### src/rtl/arm_mem_arbiter.sv
// arm_mem_arbiter: shares one word-wide memory port between instruction fetch
// and the load/store unit with round-robin fairness. Sub-word loads are
// extracted from the fetched word. Sub-word stores use read-modify-write.
// Alignment faults and out-of-region faults are reported with the ack.
module arm_mem_arbiter (
  input  logic        clk,
  input  logic        rst,
  input  logic        if_req,
  input  logic [31:0] if_addr,
  output logic        if_ack,
  output logic [31:0] if_rdata,
  output logic        if_fault,
  input  logic        ls_req,
  input  logic        ls_we,
  input  logic [1:0]  ls_size,
  input  logic [31:0] ls_addr,
  input  logic [31:0] ls_wdata,
  output logic        ls_ack,
  output logic [31:0] ls_rdata,
  output logic        ls_fault,
  output logic [31:0] mem_addr,
  output logic [31:0] mem_wdata,
  output logic        mem_we,
  input  logic [31:0] mem_rdata,
  input  logic        mem_excpt
);

  typedef enum logic [1:0] {IDLE, ACCESS, RMW_RD, RMW_WR} state_t;

  localparam logic [1:0] SZ_BYTE = 2'b00;
  localparam logic [1:0] SZ_HALF = 2'b01;
  localparam logic [1:0] SZ_WORD = 2'b10;

  state_t      state;
  logic        last_ls;     // 1 when the LSU received the most recent grant
  logic        req_ls;      // owner of the transaction in flight
  logic        req_we;
  logic [1:0]  req_size;
  logic [1:0]  req_off;
  logic [15:0] req_wdata;   // only the sub-word lanes are needed after grant
  logic        mem_we_q;

  logic        elig_if, elig_ls;
  logic        grant_if, grant_ls;
  logic [31:0] g_addr;
  logic        g_we;
  logic [1:0]  g_size;
  logic        g_fault;

  logic        fin;
  logic        fin_ls;
  logic        fin_fault;
  logic [31:0] fin_data;

  // Alignment rule: words on 4-byte, halfwords on 2-byte boundaries; size 11 is never legal.
  function automatic logic misaligned(input logic [1:0] size, input logic [1:0] off);
    logic bad;
    case (size)
      SZ_BYTE: bad = 1'b0;
      SZ_HALF: bad = off[0];
      SZ_WORD: bad = (off != 2'b00);
      default: bad = 1'b1;
    endcase
    return bad;
  endfunction

  // Big-endian lane select: byte offset 0 is the most significant byte.
  function automatic logic [31:0] extract_lane(input logic [31:0] word,
                                               input logic [1:0]  size,
                                               input logic [1:0]  off);
    logic [31:0] r;
    r = word;
    case (size)
      SZ_BYTE: begin
        case (off)
          2'b00:   r = {24'h0, word[31:24]};
          2'b01:   r = {24'h0, word[23:16]};
          2'b10:   r = {24'h0, word[15:8]};
          default: r = {24'h0, word[7:0]};
        endcase
      end
      SZ_HALF: r = off[1] ? {16'h0, word[15:0]} : {16'h0, word[31:16]};
      default: r = word;
    endcase
    return r;
  endfunction

  // Replace one byte/half lane of the read word with the store data, keeping the rest.
  function automatic logic [31:0] merge_lane(input logic [31:0] word,
                                             input logic [1:0]  size,
                                             input logic [1:0]  off,
                                             input logic [15:0] wd);
    logic [31:0] r;
    r = word;
    case (size)
      SZ_BYTE: begin
        case (off)
          2'b00:   r[31:24] = wd[7:0];
          2'b01:   r[23:16] = wd[7:0];
          2'b10:   r[15:8]  = wd[7:0];
          default: r[7:0]   = wd[7:0];
        endcase
      end
      SZ_HALF: begin
        if (off[1]) r[15:0]  = wd;
        else        r[31:16] = wd;
      end
      default: r = word;
    endcase
    return r;
  endfunction

  // A pending write never lands on a reset edge.
  assign mem_we = mem_we_q & ~rst;

  // Round-robin grant in IDLE; a requester still seeing its own ack is not eligible.
  always_comb begin
    elig_if  = if_req & ~if_ack;
    elig_ls  = ls_req & ~ls_ack;
    grant_ls = 1'b0;
    grant_if = 1'b0;
    if (state == IDLE) begin
      grant_ls = elig_ls & (~elig_if | ~last_ls);
      grant_if = elig_if & ~grant_ls;
    end
    g_addr  = grant_ls ? ls_addr : if_addr;
    g_we    = grant_ls & ls_we;
    g_size  = grant_ls ? ls_size : SZ_WORD;
    g_fault = misaligned(g_size, g_addr[1:0]);
  end

  // Decide whether a transaction completes this cycle and what it reports.
  always_comb begin
    fin       = 1'b0;
    fin_ls    = req_ls;
    fin_fault = 1'b0;
    fin_data  = 32'h0;
    case (state)
      IDLE: begin
        fin_ls = grant_ls;
        if ((grant_if | grant_ls) && g_fault) begin
          fin       = 1'b1;
          fin_fault = 1'b1;
        end
      end
      ACCESS: begin
        fin = 1'b1;
        if (mem_excpt)   fin_fault = 1'b1;
        else if (!req_we) fin_data = extract_lane(mem_rdata, req_size, req_off);
      end
      RMW_RD: begin
        if (mem_excpt) begin
          fin       = 1'b1;
          fin_fault = 1'b1;
        end
      end
      RMW_WR: fin = 1'b1;
      default: fin = 1'b0;
    endcase
  end

  // Sequencer FSM with registered acks, response data and memory-port drive.
  always_ff @(posedge clk) begin
    if (rst) begin
      state     <= IDLE;
      last_ls   <= 1'b1;
      if_ack    <= 1'b0;
      ls_ack    <= 1'b0;
      if_fault  <= 1'b0;
      ls_fault  <= 1'b0;
      if_rdata  <= 32'h0;
      ls_rdata  <= 32'h0;
      mem_we_q  <= 1'b0;
      mem_addr  <= 32'h0;
      mem_wdata <= 32'h0;
    end else begin
      if_ack <= fin & ~fin_ls;
      ls_ack <= fin & fin_ls;
      if (fin && !fin_ls) begin
        if_fault <= fin_fault;
        if_rdata <= fin_data;
      end
      if (fin && fin_ls) begin
        ls_fault <= fin_fault;
        ls_rdata <= fin_data;
      end
      case (state)
        IDLE: begin
          if (grant_if || grant_ls) begin
            last_ls   <= grant_ls;
            req_ls    <= grant_ls;
            req_we    <= g_we;
            req_size  <= g_size;
            req_off   <= g_addr[1:0];
            req_wdata <= ls_wdata[15:0];
            if (!g_fault) begin
              mem_addr <= {g_addr[31:2], 2'b00};
              if (g_we && g_size != SZ_WORD) begin
                state <= RMW_RD;
              end else begin
                state    <= ACCESS;
                mem_we_q <= g_we;
                if (g_we) mem_wdata <= ls_wdata;
              end
            end
          end
        end
        ACCESS: begin
          mem_we_q <= 1'b0;
          state    <= IDLE;
        end
        RMW_RD: begin
          if (mem_excpt) begin
            state <= IDLE;
          end else begin
            mem_wdata <= merge_lane(mem_rdata, req_size, req_off, req_wdata);
            mem_we_q  <= 1'b1;
            state     <= RMW_WR;
          end
        end
        RMW_WR: begin
          mem_we_q <= 1'b0;
          state    <= IDLE;
        end
        default: state <= IDLE;
      endcase
    end
  end

endmodule

### config.mk
export PLATFORM = sky130hd
export DESIGN_NAME = arm_mem_arbiter
export DESIGN_NICKNAME = d
export VERILOG_FILES = /design/src/rtl/arm_mem_arbiter.sv
export SDC_FILE = /design/constraint.sdc
export NUM_CORES = 1
export LEC_CHECK = 0
export CAP_MARGIN = 5
export CORE_ASPECT_RATIO = 1.5
export CORE_UTILIZATION = 40
export DETAILED_ROUTE_END_ITERATION = 16
export DONT_BUFFER_PORTS = 1
export SLEW_MARGIN = 20
export SYNTH_ARGS = -nofsm -noshare
export SYNTH_HDL_FRONTEND = slang
export SYNTH_SLANG_ARGS = --single-unit
### constraint.sdc
create_clock -name clk -period 2.8 [get_ports clk]
set_input_delay 0.56 -clock clk [delete_from_list [all_inputs] [get_ports clk]]
set_output_delay 0.56 -clock clk [all_outputs]
set_load 0.03 [all_outputs]
# == Word level (Yosys, flattened, before mapping) ==
# Index checks and enable logic that the tools add are counted.
# totals
reg_bits,156
in_bits,136
output_inout_bits,133
elab_cells,108
# classes
n_eq_ne,14
muxes,39
n_bitwise,18
reduce_logical,21
# ops
operator,count
32-bit 2-to-1 mux,9
32-bit case mux with 2 select lines,3
16-bit 2-to-1 mux,3
8-bit 2-to-1 mux,4
8-bit case mux with 3 select lines,1
2-bit 2-to-1 mux,5
2-bit != test (second input constant),5
1-bit 2-to-1 mux,9
1-bit case mux with 3 select lines,3
1-bit bitwise AND,8
2-bit by 1-bit == test with 1-bit output (second input constant),4
2-bit == test (second input constant),4
2-bit zero test,4
1-bit NOT,8
2-bit case mux with 3 select lines,1
3-bit AND reduction,2
6-bit AND reduction,1
1-bit logical AND,4
2-bit AND reduction,2
4-bit AND reduction,1
2-bit nonzero test,2
2-bit OR reduction,2
3-bit OR reduction,1
2-bit by 1-bit != test with 1-bit output (second input constant),1
4 further kinds,5

# == Longest topological paths before layout ==
# Gate-level depths: netlist of run 1.
# logic_depth
ltp_word,13
mapped_depth,10
depth_no_buf,7

# == Worst setup path before layout of run 1 ==
# Ideal clock, no wire load.
# synth_path
path_type,input-to-reg
from,input rst
to,"register req_ls, enable pin"
arrival_ns,2.099
required_ns,2.399
path_slack_ns,0.300
path_stages,4
cell_sequence,clkbuf_1 clkbuf_1 clkbuf_1 nor2_1
# synth_via
elab_chain_len,2
# synth_lines
element,line,rtl
start: declaration,7,"input logic rst,"
1-bit NOT (no line),n/a,
3-bit AND reduction (no line),n/a,
end signal: assignment,191,req_ls <= grant_ls;
end: declaration,36,logic req_ls;
# Every way passes these cells.
# A chain may end at the register's enable or synchronous reset.

# == Final worst setup path of run 1 ==
# layout_path
from,register state[0]
to,register ls_rdata[24]
# layout_via
elab_chain_len,9
# layout_lines
element,line,rtl
start: declaration,34,state_t state;
start signal: assignment,165,state <= IDLE;
start signal: assignment,199,state <= RMW_RD;
start signal: assignment,201,state <= ACCESS;
2-bit zero test,"122, 138",
1-bit 2-to-1 mux,122,if (state == IDLE) begin
2-bit 2-to-1 mux / 32-bit 2-to-1 mux (equally long branches),"128, 126",
2-bit == test (tied with other cells),58,case (size)
1-bit case mux with 3 select lines,58,
1-bit logical AND,141,if ((grant_if | grant_ls) && g_fault) begin
1-bit 2-to-1 mux,141,
1-bit case mux with 3 select lines,138,case (state)
1-bit logical AND,183,if (fin && fin_ls) begin
end signal: assignment,185,ls_rdata <= fin_data;
end: declaration,19,"output logic [31:0] ls_rdata,"
# Several ways; a longest one is shown, not always the timed one.

==> metrics list, run 1 <==
* Final number of setup-violating endpoints: 0
- Slowest cell on the critical path: ha_2
- Clock-pin slew was measured on the worst setup and hold paths at 0.07 ns.
- The internal portion of the total power is 5015 uW.
- Counting flops with an async set or reset pin after synthesis yields a share of 0.
- H-Tree Depth: 4
- In this run the static leakage power is ~0.0027 uW.
- Number of clock buffers inserted by TritonCTS: 17
- Detailed routing inserted a total of 6677 vias.
* Count of buffers inserted at the top-level ports: 0
* Yosys top cell area share: 0.3230
- In this run the most critical hold path is launched from ls_wdata[6].
- Starting Density: 0.4083
- The placed instances occupy a cell area of between 8000 and 9000 um^2.
- Avg Cell Area, Syn: 9.186 um^2
* Status: finished clean
- Measured along the y axis, the die boundary spans between 150 and 200 um.
- Crit-path max FO: 22
- Count of cell types in the netlist: 64
- Sum of negative setup slack: 0 ns
* Most used flip-flop cell after synthesis: dfxtp_1
- Psw: between 3000 and 4000 uW
* DRT Pass-1 Iters: 5
- The final count of pins violating max slew is 0.
- Sequential cell area fraction in the yosys report: 0.4026
- For this run, the top clock speed supported by timing is 0.4207 GHz.
- Most instantiated cells after synthesis: dfxtp_1, o21ai_0, mux2i_1, nand2b_1, nand3_1
- FF-to-FF path depth: 8
- The number of global-route vias before repair was ~6400.
* Clock net sink count: 156
* Top Ports: 269
- Comb pwr share: 0.356
* Nets@finish: 990
* Delay of the slowest cell on the worst path: 0.43 ns
* Reg power frac: 0.387
* Iteration-0 DRC Markers: 520
- Measured along the x axis, the die boundary spans 119.6 um.
- Setup slack closes at 0.4233 ns.
- Hold_ws: 0.2195 ns
* Cell Chain, Critical Path: inv_1, ha_2, nand2_1, a21oi_2, o21ai_1, a21oi_4, buf_12, mux2i_1
- Synthesis produced 904 cells.
- Min-delay worst type: in -> reg
- R2r endpoint: ls_rdata[24]
- Worst Setup Slack post-DPL: 0.3541 ns
* HPWL Detailed: 17.72 mm
- The worst-case IR drop observed on VDD is 0.5424 mV.
- For this run, the share of the core covered by cells in the final layout is 0.4390.
- Wire length per cell: 21.76 um
- Summing every instance area after synthesis gives slightly above 8000 um^2.
* Max-cap violation count: 0
* Share of cells above drive strength 1: 0.1125
* Relative slew slack: 0.5110
* Multiplexer fraction of the synthesized cell area: 0.09402
- Post-route cell area: approximately 8900 um^2
- The later pin in the worst-skew pair is clocked with a latency of around 0.43 ns.
* Initial antenna violation count: 0
- The worst setup path is captured at a flop.
- Data on the critical path arrives at its endpoint at between 2 and 3 ns.
- Clock tree synthesis selected as its root buffer the cell clkbuf_16.
- TritonCTS built the clock tree.
- Leading post-synthesis cells by cell area: dfxtp_1, mux2i_1, edfxtp_1
- At the end of routability-driven placement, the weighted congestion stood at 0.7969.
- Global route overflow: 0
- Crit path required time: 3.15 ns
- The worst register-to-register path has a setup slack of approximately 0.42 ns.
* Sink of the worst hold path: req_wdata[6]
* Number of nets still failing antenna checks after routing: 0
- Number of warnings issued by yosys: 0
- Setup repair after global routing left no endpoint under its margin.
- Total routing resource utilization after global routing: 0.2278
* Post-synth EDFFs: 22
- CTS resizes: 0
- Of the total power, the share spent switching nets is 0.4295.
* Slew @ Worst Pin: 0.7320 ns
* Post-route fraction of the period consumed by the critical path: 0.8488
- The compound-cell area share of the yosys netlist came to 0.2482.
- Max Clock Skew: approximately 0.012 ns
* Reg2reg start: state[0]
- Mean number of vias per cell: 5.930
* Die area: roughly 21000 um^2
- Number of buffers on the longest clock path: 2
- In this run, synthesis produced a sequential element count of 156.
- After clock tree synthesis, the setup repair step added 0 buffers.
* Number of instances on the worst hold path: 0
- After floorplanning, the core was sized to cover 20340 um^2.
- Area growth from synthesis to layout: 7.533%
- The number of endpoints with negative hold slack in the final report came to 0.
- Antenna cell count: 0
- The share of total power dissipated in the clock network is 0.257.
- Element type at the critical path start: flop
* Combinational family with the most area after synthesis: compound AO/OA/AOI/OAI gates
- # DRC: 0
- Ratio of total power to cell area: between 900 and 1000 nW/um^2
* Synthesized-area fraction occupied by xor and xnor cells: 0
- Post-synthesis adder-cell area fraction: 0.007534
* Dominant cell by count in the synthesized netlist: dfxtp_1
* Maximum number of pins on one net before global-route repair: 140
- Post-route minimum period: between 2 and 2.5 ns
- Cell type contributing the most total cell area after synthesis: dfxtp_1
* Post-synthesis share of cell area spent on and, or, nand and nor gates: 0.1819
- Buffers inserted to repair hold after CTS numbered 0.
* Global-route wire length before repair: 37.27 mm
- Total routed wirelength: 24.50 mm
- Count of standard-cell rows: 64
- The worst setup path is of the reg -> reg kind.
## routing by layer
metal  share of wire  wire (um)  up-vias  GRT usage
met1            0.41      10120     3129     0.2726
met5               0          0        -          0
met2            0.48      11710      272     0.3721
met3           0.083       2043       33    0.07832
li1                -          -     3243          -
met4           0.026        626        0    0.09115
## power by group through the flow
| stage | clock, uW | combinational, uW | sequential [uW] |
|---|---|---|---|
| after CTS | 2310 | 3130 | 3410 |
| final | 2260 | 3130 | 3410 |
| after global placement | 0 | 3090 | 3460 |
| after detailed placement | 0 | 3120 | 3450 |
| after floorplan | 0 | 2720 | 3340 |
| after global routing | 2410 | 3420 | 3450 |
## kinds of logic after synthesis
logic type	count (synthesis)
AOI/OAI and AO/OA	288
and+or+nand+nor	276
DFF	156
buffers and inverters	101
muxes	77
adders and majority gates	5
other	1
## critical path, delay by kind of cell (launching register included)
kind | cells | cell delay (ns)
adders and majority gates | 1 | 0.43
muxes | 1 | 0.22
and+or+nand+nor | 1 | 0.14
buffers and inverters | 2 | 0.37
AOI/OAI and AO/OA | 3 | 0.79
DFF | 1 | 0.34
## sequential cells by signal, indices dropped and copies added, names as in the netlist, 2 cells and up
register and cells:
req_size 2, req_wdata 16, ls_rdata 32, mem_addr 30, req_off 2, if_rdata 32
state 2, mem_wdata 32
## stage by stage
stage	total power (uW)	cells
CTS	8853	1126
detailed placement	6574	1094
global route	9277	1126
global placement	6549	1094
finish	8790	1126
floorplan	6059	905
## worst max-delay path by stage
stage	startpoint	end	slack, ns	depth (start not counted)
after CTS	state[0]	req_wdata[14]	0.32	4
final	state[0]	ls_rdata[24]	0.42	8
after global placement	state[0]	req_wdata[15]	0.44	4
after global routing	state[0]	ls_rdata[24]	0.19	7
after detailed placement	state[0]	req_wdata[11]	0.35	4
after floorplan	rst	req_ls	0.30	4
## final cells by class
| cell class | count | area [um^2] |
|---|---|---|
| flip-flops and latches | 156 | 3343 |
| repair buffers | 19 | 192.7 |
| fillers | 2003 | 11410 |
| clock buffers | 19 | 442.9 |
| inverters | 7 | 26.28 |
| clock inverters | 13 | 133.9 |
| well taps | 264 | 330.3 |
| multi-input cells | 648 | 4461 |
## cell usage in the layout, fill, tap and decap left out, drive strengths merged, types with 5 or more instances in the layout
cell type  netlist  routed
inv              7      12
a211oi          50      50
nor2b           16      16
mux2i           69      69
o21ai           84      84
nor3             8       8
nand2           46      46
a21oi           56      56
clkinvlp         0       5
mux2             8       8
nor2            46      46
dfxtp          134     134
a311oi          16      16
and2             8       8
nor3b           15      15
ha               5       5
o211ai          16      16
nor4bb           8       8
edfxtp          22      22
nand3           53      53
o2111ai         34      34
o221ai           8       8
buf             50      19
clkbuf          44      19
o21a            10      10
nand2b          62      62
Power figures use the tool's default switching activity.
==> run 2: changes to the inputs <==
==> constraint.sdc (replaced) <==
create_clock -name clk -period 1.9 [get_ports clk]
set_input_delay 0.38 -clock clk [delete_from_list [all_inputs] [get_ports clk]]
set_output_delay 0.38 -clock clk [all_outputs]
set_load 0.03 [all_outputs]
==> metrics list, run 2 (same netlist as run 1, synthesis figures left out) <==
* Status: finished clean
* Count of standard-cell rows: 64
- Initial antenna violation count: 0
- Entering global routing, the biggest net connects between 100 and 150 pins.
* Final Hold Violating Endpoints: 0
- Vias in the first global route: 6589
* Number of clock buffers inserted by TritonCTS: 17
- For the worst setup path, the data required time is 2.22 ns.
* Share of cells above drive strength 1: 0.2022
* Critical path start-end classification: reg -> reg
- Highest ir drop seen on vdd: 0.8851 mV
- Wires add up to 26.06 mm.
- For this run, the top clock speed supported by timing is approximately 0.54 GHz.
- Data arrives at the worst endpoint at 2.16 ns.
* Global route overflow: 0
* Vert. Die Dim: 178.5 um
- Post-route minimum period: 1.841 ns
- Post-Place Cell Area: roughly 8800 um^2
- The routed layout has 6981 vias.
- Routability-driven placement finished with a final weighted congestion of 0.8995.
- Once layout is done, the placed cells without fillers occupy approximately 9800 um^2.
- Top Ports: 269
- Max Clock Skew: 0.007817 ns
- Post-route fraction of the period consumed by the critical path: 0.9690
- Setup repair after global routing missed its margin: yes
- The largest single stage delay on the critical path is 0.34 ns.
- The die covers 21350 um^2.
* Most repeated library cell on the critical path: buf_6
* HPWL Detailed: between 15 and 20 mm
- Hold_ws: 0.04465 ns
* Global-route wire length before repair: around 38 mm
* Largest registers in the final layout: if_rdata: 32 flops, ls_rdata: 32 flops, mem_wdata: 32 flops
* Worst Slack Setup Final: between 0.05 and 0.06 ns
* Min-delay worst type: in -> reg
* # DRC: 0
- In the final design database the tool counted 1043 nets.
- In the layout the commonest cells are dfxtp_1, mux2i_1, nand2b_1.
* Reg2reg start: state[1]
* Clock net sink count: 156
* Area growth from synthesis to layout: 17.51%
* Slowest cell on the critical path: dfxtp_2
- H-Tree Depth: 4
- Cell Chain, Critical Path: inv_2, ha_4, and4b_4, a32oi_4, buf_6, o31ai_4, buf_6, clkbuf_16, o21ai_2, a21oi_2
- Ratio of total power to cell area: ~1500 nW/um^2
- After detailed routing, the average wire length per cell comes to 22.10 um.
- In this run the remaining antenna-violating nets after routing total 0.
- In this run the clock root is driven by a clkbuf_16.
- The most critical setup path has its startpoint at state[1].
* Max Transition Viols Final: 0
* Clock latency of the later-clocked register in the worst-skew pair: 0.43 ns
- Final number of setup-violating endpoints: 0
* Clock-pin slew on the worst setup and hold paths: 0.07 ns
- Total routing resource utilization after global routing: 0.2316
- Clock tree from TritonCTS: yes
- The worst setup path is launched from a flop.
- Iteration-0 DRC Markers: approximately 570
- Number of buffers on the longest clock path: 2
- The library cell used most frequently in the layout, excluding fill and tap cells, is dfxtp_1.
- Core footprint: 20340 um^2
- Overall die width: 119.6 um
* DRT Pass-1 Iters: 5
- Leakage power figure: 0.003120 uW
- The count of buffers added on input and output ports is 0.
* Hold path startpoint: ls_wdata[5]
* Total of hold buffers inserted after clock tree synthesis: 0
* Max-cap violation count: 0
- Power Total: 14810 uW
* Crit-path max FO: 8
- STA classifies the critical path endpoint as a flop.
- Starting Density: 0.4083
* Mean number of vias per cell: roughly 5.9
- After routing, the total negative slack on setup checks comes to 0 ns.
* Worst Setup Slack post-DPL: -0.03518 ns
* Antenna cell count: 0
run 2: cell types whose count changed in the layout (fill, tap and decap cells not counted), moves of 4 or more:
cell,previous run,this run
buf_6,0,4
buf_4,15,47
o21ai_1,8,22
o21ai_0,76,47
o21ai_2,0,13
buf_12,4,17
clkbuf_16,17,22
run 2: per-stage QoR:
stage,utilization,instances
5_1_grt,0.4798,1179
2_1_floorplan,-,905
3_3_place_gp,0.4348,1137
3_5_place_dp,0.4348,1137
6_report,0.4798,1179
4_1_cts,0.4648,1169
run 2: final timing paths:
path                                endpoint  slack, ns  depth (start not counted)
worst max-delay path            mem_wdata[4]       0.06                         10
worst min-delay path            req_wdata[5]       0.04                          0
worst max register to register  mem_wdata[4]       0.06                         10
worst min register to register       last_ls       0.50                          1
run 2: worst max-delay path, delay by kind of cell, from the launching register on:
family	cells	cell delay, ns
AOI/OAI and AO/OA	4	0.50
adders and majority gates	1	0.18
buffers and inverters	4	0.53
DFF	1	0.34
and+or+nand+nor	1	0.19
run 2: power breakdown:
part	total (uW)	internal, uW	switching [uW]
Clock	3460	1980	1470
Sequential	4980	3900	1080
Combinational	6370	2790	3590
Total	14800	8670	6140
run 2: cell type report:
type                            instances  area, um^2
Clock inverter                         12       125.1
Fill cell                            1942       10580
Timing Repair Buffer                   72       838.3
Clock buffer                           20       478.0
Tap cell                              264       330.3
Inverter                                7       26.28
Sequential cell                       156        3346
Multi-Input combinational cell        648        4614
run 2: timing repair:
item,in CTS,in global routing
pin swaps,1,9
buffers inserted,0,4
cloned,0,6
gates resized for setup,2,66
endpoints found under the setup margin,70,121
run 2: metal layers:
layer  global-route usage  share of wire  wire [um]
met1               0.2697           0.39      10050
met3              0.06650          0.079       2066
met2               0.3938           0.51      13210
met4               0.1000          0.028        735
met5                    0              0          0
